`config.mk`:
```
export PLATFORM = sky130hd
export DESIGN_NAME = ifetch
export DESIGN_NICKNAME = d
export VERILOG_FILES = /design/src/rtl/ifetch_pkg.sv /design/src/rtl/fetch_meta_fifo.sv /design/src/rtl/ifetch.sv
export SDC_FILE = /design/constraint.sdc
export NUM_CORES = 1
export LEC_CHECK = 0
export CAP_MARGIN = 20
export CELL_PAD_IN_SITES_DETAIL_PLACEMENT = 1
export CELL_PAD_IN_SITES_GLOBAL_PLACEMENT = 1
export CORE_MARGIN = 8
export CORE_UTILIZATION = 38
export DETAILED_ROUTE_END_ITERATION = 6
export GPL_ROUTABILITY_DRIVEN = 0
export PLACE_DENSITY = 0.94
export SYNTH_ARGS = -nofsm -noshare
export SYNTH_HDL_FRONTEND = slang
export SYNTH_SLANG_ARGS = --single-unit
```
`constraint.sdc`:
```
create_clock -name clk -period 11.6 [get_ports clk]
set_input_delay 2.32 -clock clk [delete_from_list [all_inputs] [get_ports clk]]
set_output_delay 2.32 -clock clk [all_outputs]
set_load 0.01 [all_outputs]
```
`src/rtl/ifetch_pkg.sv`:
```
// Shared definitions for the instruction-fetch front end.
//   exception_t   : fetch exception codes (ADEF = address error on fetch)
//   NOP           : instruction injected alongside a fetch exception
//   fetch_meta_t  : per-request metadata held while an icache request is in flight
//   fetch_size    : number of instructions a fetch at a given PC covers
package ifetch_pkg;

    localparam logic [31:0] RESET_PC_DEFAULT = 32'h1c00_0000;
    localparam logic [31:0] NOP              = 32'h0340_0000;

    typedef enum logic [0:0] {
        EXC_NONE = 1'b0,
        ADEF     = 1'b1
    } exception_t;

    typedef struct packed {
        logic [31:0] pc;
        logic [1:0]  size;
        logic        taken1;
        logic [31:0] target1;
        logic        taken2;
        logic [31:0] target2;
    } fetch_meta_t;

    // One instruction when starting on the upper word of the 8-byte line or
    // when slot 1 is predicted taken; otherwise two.
    function automatic logic [1:0] fetch_size(input logic [31:0] pc, input logic taken1);
        return (pc[2] || taken1) ? 2'd1 : 2'd2;
    endfunction

endpackage

```
`src/rtl/fetch_meta_fifo.sv`:
```
// Circular queue holding metadata for in-flight icache requests.
// Ports:
//   clk, reset          : clock, asynchronous active-high reset
//   clear               : drop all entries (takes priority over push/pop)
//   push, push_data     : enqueue one entry (ignored when full and not popping)
//   pop, pop_data       : dequeue head; pop_data always shows the head entry
//   full, empty, count  : occupancy status
module fetch_meta_fifo
    import ifetch_pkg::*;
#(
    parameter int unsigned DEPTH = 2
) (
    input  logic                             clk,
    input  logic                             reset,
    input  logic                             clear,
    input  logic                             push,
    input  fetch_meta_t                      push_data,
    input  logic                             pop,
    output fetch_meta_t                      pop_data,
    output logic                             full,
    output logic                             empty,
    output logic [$clog2(DEPTH + 1) - 1 : 0] count
);

    localparam int unsigned AW    = (DEPTH > 1) ? $clog2(DEPTH) : 1;
    localparam int unsigned CNT_W = $clog2(DEPTH + 1);

    fetch_meta_t    mem [DEPTH];
    logic [AW-1:0]  wr_ptr;
    logic [AW-1:0]  rd_ptr;
    logic           do_push;
    logic           do_pop;

    // Pointer advance with explicit wrap so non-power-of-two depths also work.
    function automatic logic [AW-1:0] ptr_inc(input logic [AW-1:0] p);
        return (p == AW'(DEPTH - 1)) ? '0 : p + AW'(1);
    endfunction

    // Status flags and guarded handshakes.
    always_comb begin
        full     = (count == CNT_W'(DEPTH));
        empty    = (count == '0);
        do_pop   = pop & ~empty;
        do_push  = push & (~full | do_pop);
        pop_data = mem[rd_ptr];
    end

    // Pointers and occupancy.
    always_ff @(posedge clk or posedge reset) begin
        if (reset) begin
            wr_ptr <= '0;
            rd_ptr <= '0;
            count  <= '0;
        end else if (clear) begin
            wr_ptr <= '0;
            rd_ptr <= '0;
            count  <= '0;
        end else begin
            if (do_push) begin
                wr_ptr <= ptr_inc(wr_ptr);
            end
            if (do_pop) begin
                rd_ptr <= ptr_inc(rd_ptr);
            end
            case ({do_push, do_pop})
                2'b10:   count <= count + CNT_W'(1);
                2'b01:   count <= count - CNT_W'(1);
                default: count <= count;
            endcase
        end
    end

    // Storage needs no reset: entries are only read once written.
    always_ff @(posedge clk) begin
        if (do_push && !clear) begin
            mem[wr_ptr] <= push_data;
        end
    end

endmodule

```
`src/rtl/ifetch.sv`:
```
// Instruction-fetch front end feeding the instruction buffer.
// Owns the fetch PC, issues aligned one/two-word icache requests, tracks them
// in a metadata queue and turns in-order responses into 0/1/2-instruction
// bundles tagged with their branch prediction. Flush redirects the PC and
// discards responses to requests that were already in flight.
// Ports:
//   clk, reset                      : clock, asynchronous active-high reset
//   flush, flush_target             : backend redirect
//   icache_req_*                    : request channel (word-aligned address)
//   icache_resp_valid/data          : in-order response {addr+4 word, addr word}
//   bpu_pc, bpu_taken*/target*      : predictor lookup for pc and pc+4
//   ibuf_ready                      : buffer can accept a full bundle
//   out_size, out_* slot 1/2        : delivered bundle (combinational with response)
//   have_exception, exception_type  : sticky fetch address exception
// Optional: define IFETCH_PERF_EN to add perf_req_cnt, perf_stall_cnt and
// perf_drop_cnt event counters.
module ifetch
    import ifetch_pkg::*;
#(
    parameter logic [31:0] RESET_PC        = RESET_PC_DEFAULT,
    parameter int unsigned MAX_OUTSTANDING = 2
) (
    input  logic        clk,
    input  logic        reset,
    input  logic        flush,
    input  logic [31:0] flush_target,
    output logic        icache_req_valid,
    input  logic        icache_req_ready,
    output logic [31:0] icache_req_addr,
    input  logic        icache_resp_valid,
    input  logic [63:0] icache_resp_data,
    output logic [31:0] bpu_pc,
    input  logic        bpu_taken1,
    input  logic [31:0] bpu_target1,
    input  logic        bpu_taken2,
    input  logic [31:0] bpu_target2,
    input  logic        ibuf_ready,
    output logic [1:0]  out_size,
    output logic [31:0] out_pc1,
    output logic [31:0] out_inst1,
    output logic        out_pred_taken1,
    output logic [31:0] out_pred_target1,
    output logic [31:0] out_pc2,
    output logic [31:0] out_inst2,
    output logic        out_pred_taken2,
    output logic [31:0] out_pred_target2,
    output logic        have_exception,
    output exception_t  exception_type
`ifdef IFETCH_PERF_EN
    ,
    output logic [31:0] perf_req_cnt,
    output logic [31:0] perf_stall_cnt,
    output logic [31:0] perf_drop_cnt
`endif
);

    localparam int unsigned OCC_W  = $clog2(MAX_OUTSTANDING + 1);
    // Discard count can exceed the queue depth after back-to-back flushes.
    localparam int unsigned DISC_W = OCC_W + 4;

    logic [31:0]       pc;
    logic              started;
    logic [DISC_W-1:0] discard;
    logic              exc_pending;

    logic              misaligned;
    logic [1:0]        cur_size;
    logic [31:0]       next_pc;
    logic              req_hs;
    logic              discard_active;
    logic              resp_live;
    logic              exc_fire;
    logic [DISC_W-1:0] inflight;
    logic [DISC_W-1:0] discard_on_flush;

    fetch_meta_t       push_meta;
    fetch_meta_t       head;
    logic              fifo_full;
    logic              fifo_empty;
    logic [OCC_W-1:0]  fifo_count;

    // Request issue, next-PC selection and response/flush bookkeeping.
    always_comb begin
        misaligned = (pc[1:0] != 2'b00);
        cur_size   = fetch_size(pc, bpu_taken1);

        if (bpu_taken1) begin
            next_pc = bpu_target1;
        end else if (cur_size == 2'd2 && bpu_taken2) begin
            next_pc = bpu_target2;
        end else begin
            next_pc = pc + ((cur_size == 2'd2) ? 32'd8 : 32'd4);
        end

        icache_req_valid = started & ibuf_ready & ~fifo_full & ~have_exception
                         & ~flush & ~misaligned;
        icache_req_addr  = {pc[31:3], 3'b000};
        bpu_pc           = pc;
        req_hs           = icache_req_valid & icache_req_ready;

        push_meta.pc      = pc;
        push_meta.size    = cur_size;
        push_meta.taken1  = bpu_taken1;
        push_meta.target1 = bpu_target1;
        push_meta.taken2  = bpu_taken2;
        push_meta.target2 = bpu_target2;

        discard_active = (discard != '0);
        resp_live      = icache_resp_valid & ~flush & ~discard_active;

        exc_fire = started & misaligned & fifo_empty & ~discard_active
                 & ~have_exception & ~flush;

        // Everything still owed by the icache after a flush gets dropped; a
        // response arriving in the flush cycle itself is already accounted.
        inflight         = discard + DISC_W'(fifo_count) + DISC_W'(req_hs);
        discard_on_flush = (icache_resp_valid && inflight != '0)
                         ? inflight - DISC_W'(1) : inflight;
    end

    // Bundle assembly; slot 1 picks the word by the stored pc[2].
    always_comb begin
        out_size         = 2'd0;
        out_pc1          = head.pc;
        out_inst1        = head.pc[2] ? icache_resp_data[63:32] : icache_resp_data[31:0];
        out_pred_taken1  = head.taken1;
        out_pred_target1 = head.target1;
        out_pc2          = head.pc + 32'd4;
        out_inst2        = icache_resp_data[63:32];
        out_pred_taken2  = head.taken2;
        out_pred_target2 = head.target2;

        if (resp_live) begin
            out_size = head.size;
        end else if (exc_pending && !flush) begin
            out_size         = 2'd1;
            out_pc1          = pc;
            out_inst1        = NOP;
            out_pred_taken1  = 1'b0;
            out_pred_target1 = '0;
        end
    end

    // Fetch PC, discard counter and exception state.
    always_ff @(posedge clk or posedge reset) begin
        if (reset) begin
            pc             <= RESET_PC;
            started        <= 1'b0;
            discard        <= '0;
            have_exception <= 1'b0;
            exception_type <= EXC_NONE;
            exc_pending    <= 1'b0;
        end else begin
            started <= 1'b1;
            if (flush) begin
                pc             <= flush_target;
                discard        <= discard_on_flush;
                have_exception <= 1'b0;
                exception_type <= EXC_NONE;
                exc_pending    <= 1'b0;
            end else begin
                if (req_hs) begin
                    pc <= next_pc;
                end
                if (icache_resp_valid && discard_active) begin
                    discard <= discard - DISC_W'(1);
                end
                exc_pending <= exc_fire;
                if (exc_fire) begin
                    have_exception <= 1'b1;
                    exception_type <= ADEF;
                end
            end
        end
    end

    fetch_meta_fifo #(
        .DEPTH (MAX_OUTSTANDING)
    ) u_meta_fifo (
        .clk       (clk),
        .reset     (reset),
        .clear     (flush),
        .push      (req_hs),
        .push_data (push_meta),
        .pop       (resp_live),
        .pop_data  (head),
        .full      (fifo_full),
        .empty     (fifo_empty),
        .count     (fifo_count)
    );

`ifdef IFETCH_PERF_EN
    // Free-running event counters, wrapping at 2^32.
    always_ff @(posedge clk or posedge reset) begin
        if (reset) begin
            perf_req_cnt   <= '0;
            perf_stall_cnt <= '0;
            perf_drop_cnt  <= '0;
        end else begin
            if (req_hs) begin
                perf_req_cnt <= perf_req_cnt + 32'd1;
            end
            if (!ibuf_ready) begin
                perf_stall_cnt <= perf_stall_cnt + 32'd1;
            end
            if (icache_resp_valid && (flush || discard_active)) begin
                perf_drop_cnt <= perf_drop_cnt + 32'd1;
            end
        end
    end
`endif

endmodule

```
==> impl_metrics.tcl <==
set metrics [dict create \
    dr.pass1.iters 6 \
    start_util 0.387 \
    final_nets 1698 \
    cts_setup_buffers 0 \
    total_power_w 0.00226 \
    p_int_w 0.00164 \
    core_um2 33600 \
    ys.flop_type "edfxtp_1" \
    clock-sinks 245 \
    r2r_cells 12 \
    cts_tree "done" \
    row_count 67 \
    required_ns 9.28 \
    clk_pin_slew_ns 0.07 \
    use_met3 0.0678 \
    via_per_inst 5.74 \
    path_buf_inv 3 \
    wl_per_cell_um 27.9 \
    clockPowerShare 0.363 \
    yosysUniqueCellTypes 74 \
    htreeDepth 1 \
    drt_wl_total_um 55700 \
    cellLeakagePower_nw 6.17 \
    track_usage 0.260 \
    grt_pass1_vias 12383 \
    grt_setup_unrepaired "false" \
    seq_area_frac_synth 0.549 \
    combinationalPowerShare 0.165 \
    synthSimpleGateAreaFrac 0.136 \
    postCtsHoldBufs 0 \
    vias 11468 \
    skew_ns 0.0147 \
    grt_overflow 0 \
    syn_inst 1184 \
    fin_area_um2 18100 \
    fin_tns_setup_ns 0 \
    synth_seq_cells 245 \
    switching_share 0.274 \
    drt_iter0_drc 658 \
    relSlewSlack 0.290 \
    crit_slowest_cell "clkdlybuf4s50_1" \
    utilization 0.538 \
    fin_crit_sh 0.639 \
    synth-compound-area-share 0.111 \
    ant_nets 0 \
    syn_area_um2 13000 \
    yosysWarnings 0 \
    max_clock_freq_mhz 135 \
    die_x_um 201 \
    period_needed_ns 7.42 \
    synthArstFlopShare 0.184 \
    cp.arrival_ns 5.10 \
    gr-usage-met1 0.274 \
    worstSetupPathType "input pin to primary output" \
    cap_violations 0 \
    drc 0 \
    port_buffers 427 \
    irDropWorstVdd_uv 83.9 \
    dp_hpwl_um 40500 \
    synth_top_family_by_area "simple AND/OR/NAND/NOR gates" \
    crit_family "buffers and inverters" \
    worstHoldPathCells 2 \
    antenna_found_initial 9 \
    hold_viol_final 0 \
    setup_violations 0 \
    yosys-mux-area-fraction 0.0911 \
    top_usage_layer "met2" \
    powerDensity_nw_per_um2 125 \
    die_h_um 201 \
    finalMaxSlewViolations 0 \
    slowest_delay_ns 0.59 \
    status "completed" \
    crit_path_start_kind "input pin" \
    dieArea_um2 40400 \
    crit_fanout 49 \
    post_dp_cell_area_um2 17200 \
    cts_root_buf "clkbuf_16" \
    clk_latency_ns 0.53 \
    grt_start_max_net_pins 69 \
    yosys.area_share.xor_xnor 0.0371 \
    synth_edf_count 200 \
    syn_to_final_growth_pct 39.2 \
    worstSetupPathDepth 7 \
    clockBufferDepth 3 \
    worstSetupEndpointType "primary output" \
    pin_count 431 \
    cpMostUsedCell "clkdlybuf4s50_1" \
    path_cells "clkdlybuf4s50_1 -> nand3_1 -> and3_2 -> buf_4 -> nand2_1 -> o21ai_0 -> clkdlybuf4s50_1" \
    synth.avg_cell_area_um2 11.0 \
    drive_gt1_frac 0.0811 \
    hp-class "flip-flop to flip-flop" \
    synth-adder-area-share 0.00885 \
    numCtsBuffers 26 \
    p_switching_w 0.000619 \
    grt_pass1_wl_um 80700 \
    post_cts_resized 0 \
    use_met2 0.463 \
    tightest_slew_ns 1.06 \
    seq_power_share 0.472 \
]
==> kinds of logic after synthesis <==
family | count (synthesis)
xor+xnor | 55
buf+inv | 156
simple gates | 374
compound gates | 231
flops | 245
fa+ha+maj | 8
mux | 113
other cells | 2
==> cells in the mapped netlist (all sizes together) (23+ instances only) <==
| master | n | area [µm²] |
|---|---|---|
| nand2 | 115 | 434 |
| xnor2 | 32 | 280 |
| nand3 | 37 | 185 |
| a21oi | 96 | 480 |
| nor2 | 123 | 462 |
| buf | 92 | 622 |
| clkbuf | 47 | 176 |
| mux2 | 40 | 450 |
| o21ai | 40 | 200 |
| edfxtp | 200 | 6010 |
| xor2 | 23 | 201 |
| dfrtp | 42 | 1050 |
| mux2i | 73 | 734 |
==> layer usage <==
metal,vias to the layer above,routed length (µm)
li1,4941,-
met5,-,13
met3,154,4210
met1,5761,19900
met2,610,28400
met4,2,3160
==> final timing paths <==
kind                                      endpoint  slack, ns               from
worst min register to register      exception_type       0.59            started
worst max-delay path                   out_pc1[17]       4.18  icache_resp_valid
min in group asynchronous           exception_type       2.32              reset
max in group asynchronous       u_meta_fifo.rd_ptr       8.76              reset
worst max register to register          discard[1]       7.15          bpu_pc[1]
worst min-delay path                exception_type       0.59            started
==> stage by stage <==
step	cells	hold slack [ns]	setup WS (ns)
finish	1998	0.587	4.18
global route	1998	0.616	4.04
CTS	1988	0.576	4.21
detailed placement	1940	0.560	4.24
global placement	1940	0.562	4.32
floorplan	1186	0.506	3.53
==> cell usage in the layout, fill, tap and decap left out, types with 7 or more instances in the layout <==
cell type | Yosys | routed
clkinv_2 | 0 | 7
mux2_2 | 40 | 40
a21oi_1 | 96 | 96
nand4_1 | 13 | 13
clkbuf_16 | 0 | 27
and2_1 | 9 | 8
nand3_1 | 37 | 36
o211ai_1 | 7 | 7
a221oi_1 | 12 | 12
edfxtp_1 | 200 | 200
buf_4 | 67 | 18
o22ai_1 | 13 | 13
nand3b_1 | 8 | 8
diode_2 | 0 | 8
nand2_1 | 114 | 114
clkinv_1 | 1 | 10
xnor2_1 | 32 | 32
a211oi_1 | 15 | 15
clkdlybuf4s50_1 | 0 | 425
inv_1 | 15 | 14
o21ai_0 | 36 | 35
mux2i_1 | 72 | 71
dfrtp_1 | 42 | 41
xor2_1 | 23 | 23
nor2_1 | 123 | 122
nor3_1 | 17 | 17
nand2b_1 | 7 | 7
and3_1 | 11 | 10
==> layout make-up <==
cell class | instances | area (µm²)
repair buffers | 447 | 4440
well taps | 448 | 561
flip-flops and latches | 245 | 7140
clock buffers | 29 | 683
fillers | 3532 | 15500
diodes | 8 | 20.0
clock inverters | 19 | 136
inverters | 17 | 63.8
multi-input cells | 785 | 5050
==> sequential cells by signal (all words and copies together), names as in the netlist <==
register / flops
bpu_pc: 32
discard: 6
u_meta_fifo.rd_ptr: 1
u_meta_fifo.wr_ptr: 1
exception_type: 1
u_meta_fifo.count: 2
exc_pending: 1
u_meta_fifo.mem: 200
started: 1
==> worst register-to-register path: cells and delay by family (launching register included) <==
family	cells	cell delay (ns)
xor+xnor	1	0.29
mux	1	0.40
simple gates	4	1.34
buf+inv	2	0.37
compound gates	2	0.63
flops	1	0.57
fa+ha+maj	2	0.78
==> power by group through the flow <==
stage | clock (W) | combinational, W | sequential (W)
6_report | 0.000819 | 0.000373 | 0.00107
2_1_floorplan | 0 | 0.000194 | 0.00104
3_3_place_gp | 0 | 0.000346 | 0.00108
5_1_grt | 0.000857 | 0.000397 | 0.00107
3_5_place_dp | 0 | 0.000365 | 0.00108
4_1_cts | 0.000830 | 0.000372 | 0.00107
Note: power is estimated with default switching activity, not from simulation.
